**src/rtl/eth_tx_fcs_ctrl_pkg.sv**
```systemverilog
// Shared types and constants for the Ethernet TX frame sequencer.
package eth_tx_fcs_ctrl_pkg;

  typedef enum logic [2:0] {
    ST_IDLE,
    ST_PRE,
    ST_SFD,
    ST_DATA,
    ST_PAD,
    ST_FCS,
    ST_IFG
  } tx_state_e;

  localparam logic [7:0]  PREAMBLE_BYTE = 8'h55;
  localparam logic [7:0]  SFD_BYTE      = 8'hD5;
  localparam logic [7:0]  PAD_BYTE      = 8'h00;
  localparam logic [31:0] CRC_INIT      = 32'hFFFF_FFFF;
  localparam logic [31:0] CRC_POLY      = 32'h04C1_1DB7;

  // FCS byte idx (0 goes first on the wire): inverted, bit-reversed CRC byte
  function automatic logic [7:0] fcs_byte(input logic [31:0] crc, input logic [1:0] idx);
    logic [7:0] slice;
    logic [7:0] res;
    case (idx)
      2'd0:    slice = crc[31:24];
      2'd1:    slice = crc[23:16];
      2'd2:    slice = crc[15:8];
      default: slice = crc[7:0];
    endcase
    res = '0;
    for (int unsigned i = 0; i < 8; i++) begin
      res[7-i] = ~slice[i];
    end
    return res;
  endfunction

endpackage

```
**src/rtl/crc32_d8.sv**
```systemverilog
// CRC-32 (802.3 polynomial) engine, one byte per cycle, data bit 0 first.
module crc32_d8
  import eth_tx_fcs_ctrl_pkg::*;
(
  input  logic        clk,
  input  logic        rst_n,
  input  logic        crc_clr,
  input  logic        crc_en,
  input  logic [7:0]  data,
  output logic [31:0] crc_data
);

  logic [31:0] crc_q;
  logic [31:0] crc_d;
  logic [31:0] crc_next;

  // Shift the byte through the LFSR LSB first; clear has priority over enable
  always_comb begin
    crc_next = crc_q;
    for (int unsigned i = 0; i < 8; i++) begin
      crc_next = {crc_next[30:0], 1'b0} ^ ((crc_next[31] ^ data[i]) ? CRC_POLY : '0);
    end
    crc_d = crc_q;
    if (crc_clr) begin
      crc_d = CRC_INIT;
    end else if (crc_en) begin
      crc_d = crc_next;
    end
  end

  // CRC state register
  always_ff @(posedge clk) begin
    if (!rst_n) begin
      crc_q <= CRC_INIT;
    end else begin
      crc_q <= crc_d;
    end
  end

  assign crc_data = crc_q;

endmodule

```
**src/rtl/eth_tx_fcs_ctrl.sv**
```systemverilog
// GMII transmit sequencer: preamble, SFD, payload, pad, FCS, inter-frame gap.
module eth_tx_fcs_ctrl
  import eth_tx_fcs_ctrl_pkg::*;
#(
  parameter int MIN_LEN = 60,
  parameter int IFG_LEN = 12,
  parameter int PRE_LEN = 7
) (
  input  logic       clk,
  input  logic       rst,
  input  logic [7:0] s_data,
  input  logic       s_valid,
  input  logic       s_last,
  output logic       s_ready,
  output logic       gmii_tx_en,
  output logic [7:0] gmii_txd,
  output logic       tx_busy,
  output logic       tx_done,
  output logic       tx_err
);

  localparam logic [11:0] MIN_LEN_W = 12'(MIN_LEN);
  localparam logic [15:0] IFG_LEN_W = 16'(IFG_LEN);
  localparam logic [15:0] PRE_LEN_W = 16'(PRE_LEN);

  tx_state_e   state_q, state_d;
  logic [15:0] cnt_q, cnt_d, cnt_inc;
  logic [10:0] byte_cnt_q, byte_cnt_d, byte_cnt_sat;
  logic [11:0] byte_cnt_inc;
  logic        tx_en_q, tx_en_d;
  logic [7:0]  txd_q, txd_d;
  logic        done_q, done_d;

  logic        crc_clr;
  logic        crc_en;
  logic [7:0]  crc_din;
  logic [31:0] crc_data;

  crc32_d8 u_crc (
    .clk      (clk),
    .rst_n    (1'b1),
    .crc_clr  (crc_clr),
    .crc_en   (crc_en),
    .data     (crc_din),
    .crc_data (crc_data)
  );

  // Next state, byte to drive, CRC control and handshake outputs
  always_comb begin
    state_d      = state_q;
    tx_en_d      = 1'b0;
    txd_d        = PAD_BYTE;
    done_d       = 1'b0;
    crc_en       = 1'b0;
    crc_din      = s_data;
    byte_cnt_d   = byte_cnt_q;
    s_ready      = 1'b0;
    tx_err       = 1'b0;
    tx_busy      = (state_q != ST_IDLE);
    crc_clr      = rst || (state_q == ST_SFD);
    cnt_inc      = cnt_q + 16'd1;
    byte_cnt_inc = {1'b0, byte_cnt_q} + 12'd1;
    byte_cnt_sat = (byte_cnt_q == '1) ? byte_cnt_q : byte_cnt_inc[10:0];

    case (state_q)
      ST_IDLE: begin
        if (s_valid) state_d = ST_PRE;
      end
      ST_PRE: begin
        tx_en_d = 1'b1;
        txd_d   = PREAMBLE_BYTE;
        if (cnt_inc >= PRE_LEN_W) state_d = ST_SFD;
      end
      ST_SFD: begin
        tx_en_d    = 1'b1;
        txd_d      = SFD_BYTE;
        byte_cnt_d = '0;
        state_d    = ST_DATA;
      end
      ST_DATA: begin
        s_ready = 1'b1;
        if (s_valid) begin
          tx_en_d    = 1'b1;
          txd_d      = s_data;
          crc_en     = 1'b1;
          byte_cnt_d = byte_cnt_sat;
          if (s_last) state_d = (byte_cnt_inc < MIN_LEN_W) ? ST_PAD : ST_FCS;
        end else begin
          // Underrun: the last accepted byte is still on the pins this cycle
          tx_err  = 1'b1;
          state_d = ST_IFG;
        end
      end
      ST_PAD: begin
        tx_en_d    = 1'b1;
        txd_d      = PAD_BYTE;
        crc_en     = 1'b1;
        crc_din    = PAD_BYTE;
        byte_cnt_d = byte_cnt_sat;
        if (byte_cnt_inc >= MIN_LEN_W) state_d = ST_FCS;
      end
      ST_FCS: begin
        tx_en_d = 1'b1;
        txd_d   = fcs_byte(crc_data, cnt_q[1:0]);
        if (cnt_q[1:0] == 2'd3) begin
          done_d  = 1'b1;
          state_d = ST_IFG;
        end
      end
      ST_IFG: begin
        if (cnt_inc >= IFG_LEN_W) state_d = ST_IDLE;
      end
      default: state_d = ST_IDLE;
    endcase

    cnt_d = (state_d != state_q) ? '0 : cnt_inc;
  end

  // State, counters and registered GMII outputs
  always_ff @(posedge clk) begin
    if (rst) begin
      state_q    <= ST_IDLE;
      cnt_q      <= '0;
      byte_cnt_q <= '0;
      tx_en_q    <= 1'b0;
      txd_q      <= '0;
      done_q     <= 1'b0;
    end else begin
      state_q    <= state_d;
      cnt_q      <= cnt_d;
      byte_cnt_q <= byte_cnt_d;
      tx_en_q    <= tx_en_d;
      txd_q      <= txd_d;
      done_q     <= done_d;
    end
  end

  assign gmii_tx_en = tx_en_q;
  assign gmii_txd   = txd_q;
  assign tx_done    = done_q;

endmodule

```
**config.mk**
```make
export PLATFORM = sky130hd
export DESIGN_NAME = eth_tx_fcs_ctrl
export DESIGN_NICKNAME = d
export VERILOG_FILES = /design/src/rtl/eth_tx_fcs_ctrl_pkg.sv /design/src/rtl/crc32_d8.sv /design/src/rtl/eth_tx_fcs_ctrl.sv
export SDC_FILE = /design/constraint.sdc
export NUM_CORES = 1
export LEC_CHECK = 0
export CORE_ASPECT_RATIO = 0.9
export CORE_MARGIN = 2
export CORE_UTILIZATION = 40
export CTS_BUF_LIST = sky130_fd_sc_hd__clkbuf_16
export DETAILED_ROUTE_END_ITERATION = 12
export GPL_ROUTABILITY_DRIVEN = 0
export PLACE_DENSITY = 0.59
export SYNTH_ARGS = -nofsm -noshare
export SYNTH_HDL_FRONTEND = slang
export SYNTH_SLANG_ARGS = --single-unit
```
**constraint.sdc**
```tcl
create_clock -name clk -period 6 [get_ports clk]
set_input_delay 0.6 -clock clk [delete_from_list [all_inputs] [get_ports clk]]
set_output_delay 0.6 -clock clk [all_outputs]
set_load 0.01 [all_outputs]
```
==> reports/summary.txt <==
Unique masters post-synth: 66
Syn. warnings: 0
Post-synth top area share: 0.324
LEAKAGE: 1.86 nW
Asr flop ratio synth: 0
Cell taking the most area after synthesis: dfxtp_1
Worst Path Buf+Inv: 0
Worst slew margin: 0.192
Longest Clk Path Bufs: 2
Num ports: 25
Core area: 10800 µm²
Number of diodes: 0
Power Density: 251 nW/µm²
Status: finished, final reports clean
Cts bufs inserted: 9
CTS resizes: 0
Post-synthesis sequential area ratio: 0.324
CP max-delay cell: o22ai_1
CTS clk-pin slew, worst paths: 0.06 ns
Fin crit share: 0.602
Initial antenna violation count: 0
Worst reg2reg setup slack: 2.39 ns
Worst Path Arrival: 3.78 ns
Vias: 3710
DRT Pass-1 Iters: 5
Cells after Synth: 523
Multi-input logic area: 2780 µm²
Setup_tns: 0 ns
Clock Skew: 0.00714 ns
Combinational share of power: 0.188
Min-delay src: byte_cnt_q[9]
Synth-to-layout area growth: 11.8%
Mean Syn Cell Area: 8.50 µm²
Endpoints failing hold: 0
DR iter-0 viols: 234
Clock share of power: 0.414
Tot Pwr: 1.25 mW
R2r endpoint: cnt_q[15]
Worst Setup SP: state_q[0]
Setup slack after layout: 2.39 ns
Worst setup SP type: flop
WHS Endpoint: byte_cnt_q[9]
Critical path cell sequence: or3b_4 > and2_2 > o21ai_0 > o211ai_1 > o211ai_1 > o22ai_1 > nor3b_1
FF+latch area: 1440 µm²
Fin. max-slew vios: 0
Max_cap viols: 0
Post-synth EDFFs: 0
RR Startpoint: state_q[0]
Critical Path RT: 6.17 ns
ANT nets after route: 0
Clock Sinks: 72
Synth top area cells: dfxtp_1 32%, xnor2_1 7.1%, xor2_1 5.9%, nand2_1 4.8%, o211ai_1 3.9%
Die X: 115 µm
RSZ-0062 raised after global routing: false
Sequential cell fraction of total power: 0.399
Clock Latency Late Sink: 0.33 ns
Top FF cell, synth: dfxtp_1
Post-CTS Setup Bufs: 0
DP Worst Slack: 2.16 ns
Share of layout cells above drive strength 1: 0.0885
Worst reg2reg path depth: 7
Peak Freq: 277 MHz
Least-Margin Pin Slew: 1.21 ns
H-tree Lvls: 3
Switching share of total power: 0.275
Post-Syn Area: 4450 µm²
Die ar.: 12000 µm²
Initial Util: 0.411
Hold Path Stages: 2
Nets: 543
CTS tree: built
Worst Hold Margin: 0.501 ns
DP HPWL: 7.32 mm
HP Class: reg2reg
Final WL: 10.3 mm
Final setup viols: 0
Peak VDD IR: 0.000144 V
Most used cell, CP: o211ai_1
First-pass GRT wire length: 17.2 mm
CP Capture Type: flop
Yosys reg bits: 72
I/O Buffers: 24
Fillers: 1061
Syn Nets: 540
Clock Tree Root: clkbuf_16
Number of global-route vias before repair: 3432
Gr ovfl total: 0
Critical path class: reg2reg
Pint: 0.905 mW
Hold_buf cts: 0
CP Max Fanout: 51
Switch Pwr: 0.343 mW
Tmin final: 3.61 ns
Largest stage delay on the critical path: 0.95 ns
Largest net degree at the start of global routing: 52
Cell family with most CP delay: compound AO/OA/AOI/OAI gates
Drt drc: 0
Vias/cell: 5.59
Die height: 104 µm
Avg WL per Cell: 15.5 µm
# rows: 36
Gr usage total: 0.179
## registers in the layout, indices dropped and copies added (netlist names)
name,flops
byte_cnt_q,11
cnt_q,16
gmii_tx_en,1
gmii_txd,8
state_q,3
tx_done,1
u_crc.crc_data,32
## logic make-up after synthesis
group | count (synthesis) | synth area share
AOI/OAI and AO/OA | 118 | 0.189
xor gates and xnor gates | 78 | 0.183
adders and majority gates | 5 | 0.0141
buffers and inverters | 46 | 0.0501
DFF | 72 | 0.324
muxes | 2 | 0.00478
and+or+nand+nor | 202 | 0.235
## worst register-to-register path, delay by kind of cell (launching register included)
kind,cells,cell delay [ns]
DFF,1,0.70
and+or+nand+nor,3,1.29
AOI/OAI and AO/OA,4,1.45
## Yosys cell counts, drive strengths merged, types with 9 or more instances
cell / count
o21ai: 28
o211ai: 23
nand2: 57
nand3: 11
xnor2: 41
nor3: 24
a211oi: 9
dfxtp: 72
xor2: 34
nor2: 44
buf: 13
a21oi: 25
inv: 11
clkbuf: 21
## layer usage
metal	track usage	share of wire	vias to the layer above	wire length [µm]
met5	0	0	-	0
met4	0.0671	0.022	0	222
met3	0.0460	0.037	16	379
met2	0.271	0.45	68	4640
met1	0.245	0.49	1763	5040
li1	-	-	1863	-
## placed cells by master, fill, tap and decap left out, types with 7 or more instances in the layout
cell type and instances:
dfxtp_1 72, and3_1 7, xor2_1 30, nand2_1 57, a21oi_1 25, nor2_1 44, or3_1 7, a222oi_1 8
nor3_1 24, o21ai_0 23, nand3_1 11, o211ai_1 23, clkdlybuf4s50_1 24, nor2b_1 8, inv_1 14, clkbuf_16 9
xnor2_1 36
## per-stage QoR
stage | cell area (µm²) | utilization | instances
floorplan | 4450 | - | 523
global placement | 4690 | 0.434 | 648
detailed placement | 4690 | 0.434 | 648
CTS | 4970 | 0.460 | 664
global route | 4970 | 0.460 | 664
finish | 4970 | 0.460 | 664
## layout make-up
| type | count | area share |
|---|---|---|
| clock buffers | 9 | 0.0453 |
| clock inverters | 7 | 0.0113 |
| inverters | 12 | 0.00906 |
| multi-input cells | 405 | 0.560 |
| flip-flops and latches | 72 | 0.290 |
| well taps | 133 | 0.0335 |
| repair buffers | 26 | 0.0513 |
## power by group through the flow
stage	Combinational (mW)	Clock (mW)	Sequential, mW
5_1_grt	0.256	0.552	0.500
3_3_place_gp	0.231	0	0.507
3_5_place_dp	0.232	0	0.508
6_report	0.234	0.516	0.498
2_1_floorplan	0.180	0	0.504
4_1_cts	0.234	0.527	0.497
## worst max-delay path by stage
stage | endpoint | slack (ns) | cells past startpoint
after floorplan | cnt_q[10] | 3.50 | 11
after global placement | cnt_q[15] | 2.21 | 8
after detailed placement | cnt_q[15] | 2.16 | 8
after CTS | cnt_q[15] | 2.37 | 7
after global routing | cnt_q[15] | 2.02 | 7
final | cnt_q[15] | 2.39 | 7
(Power assumes the default switching activity.)
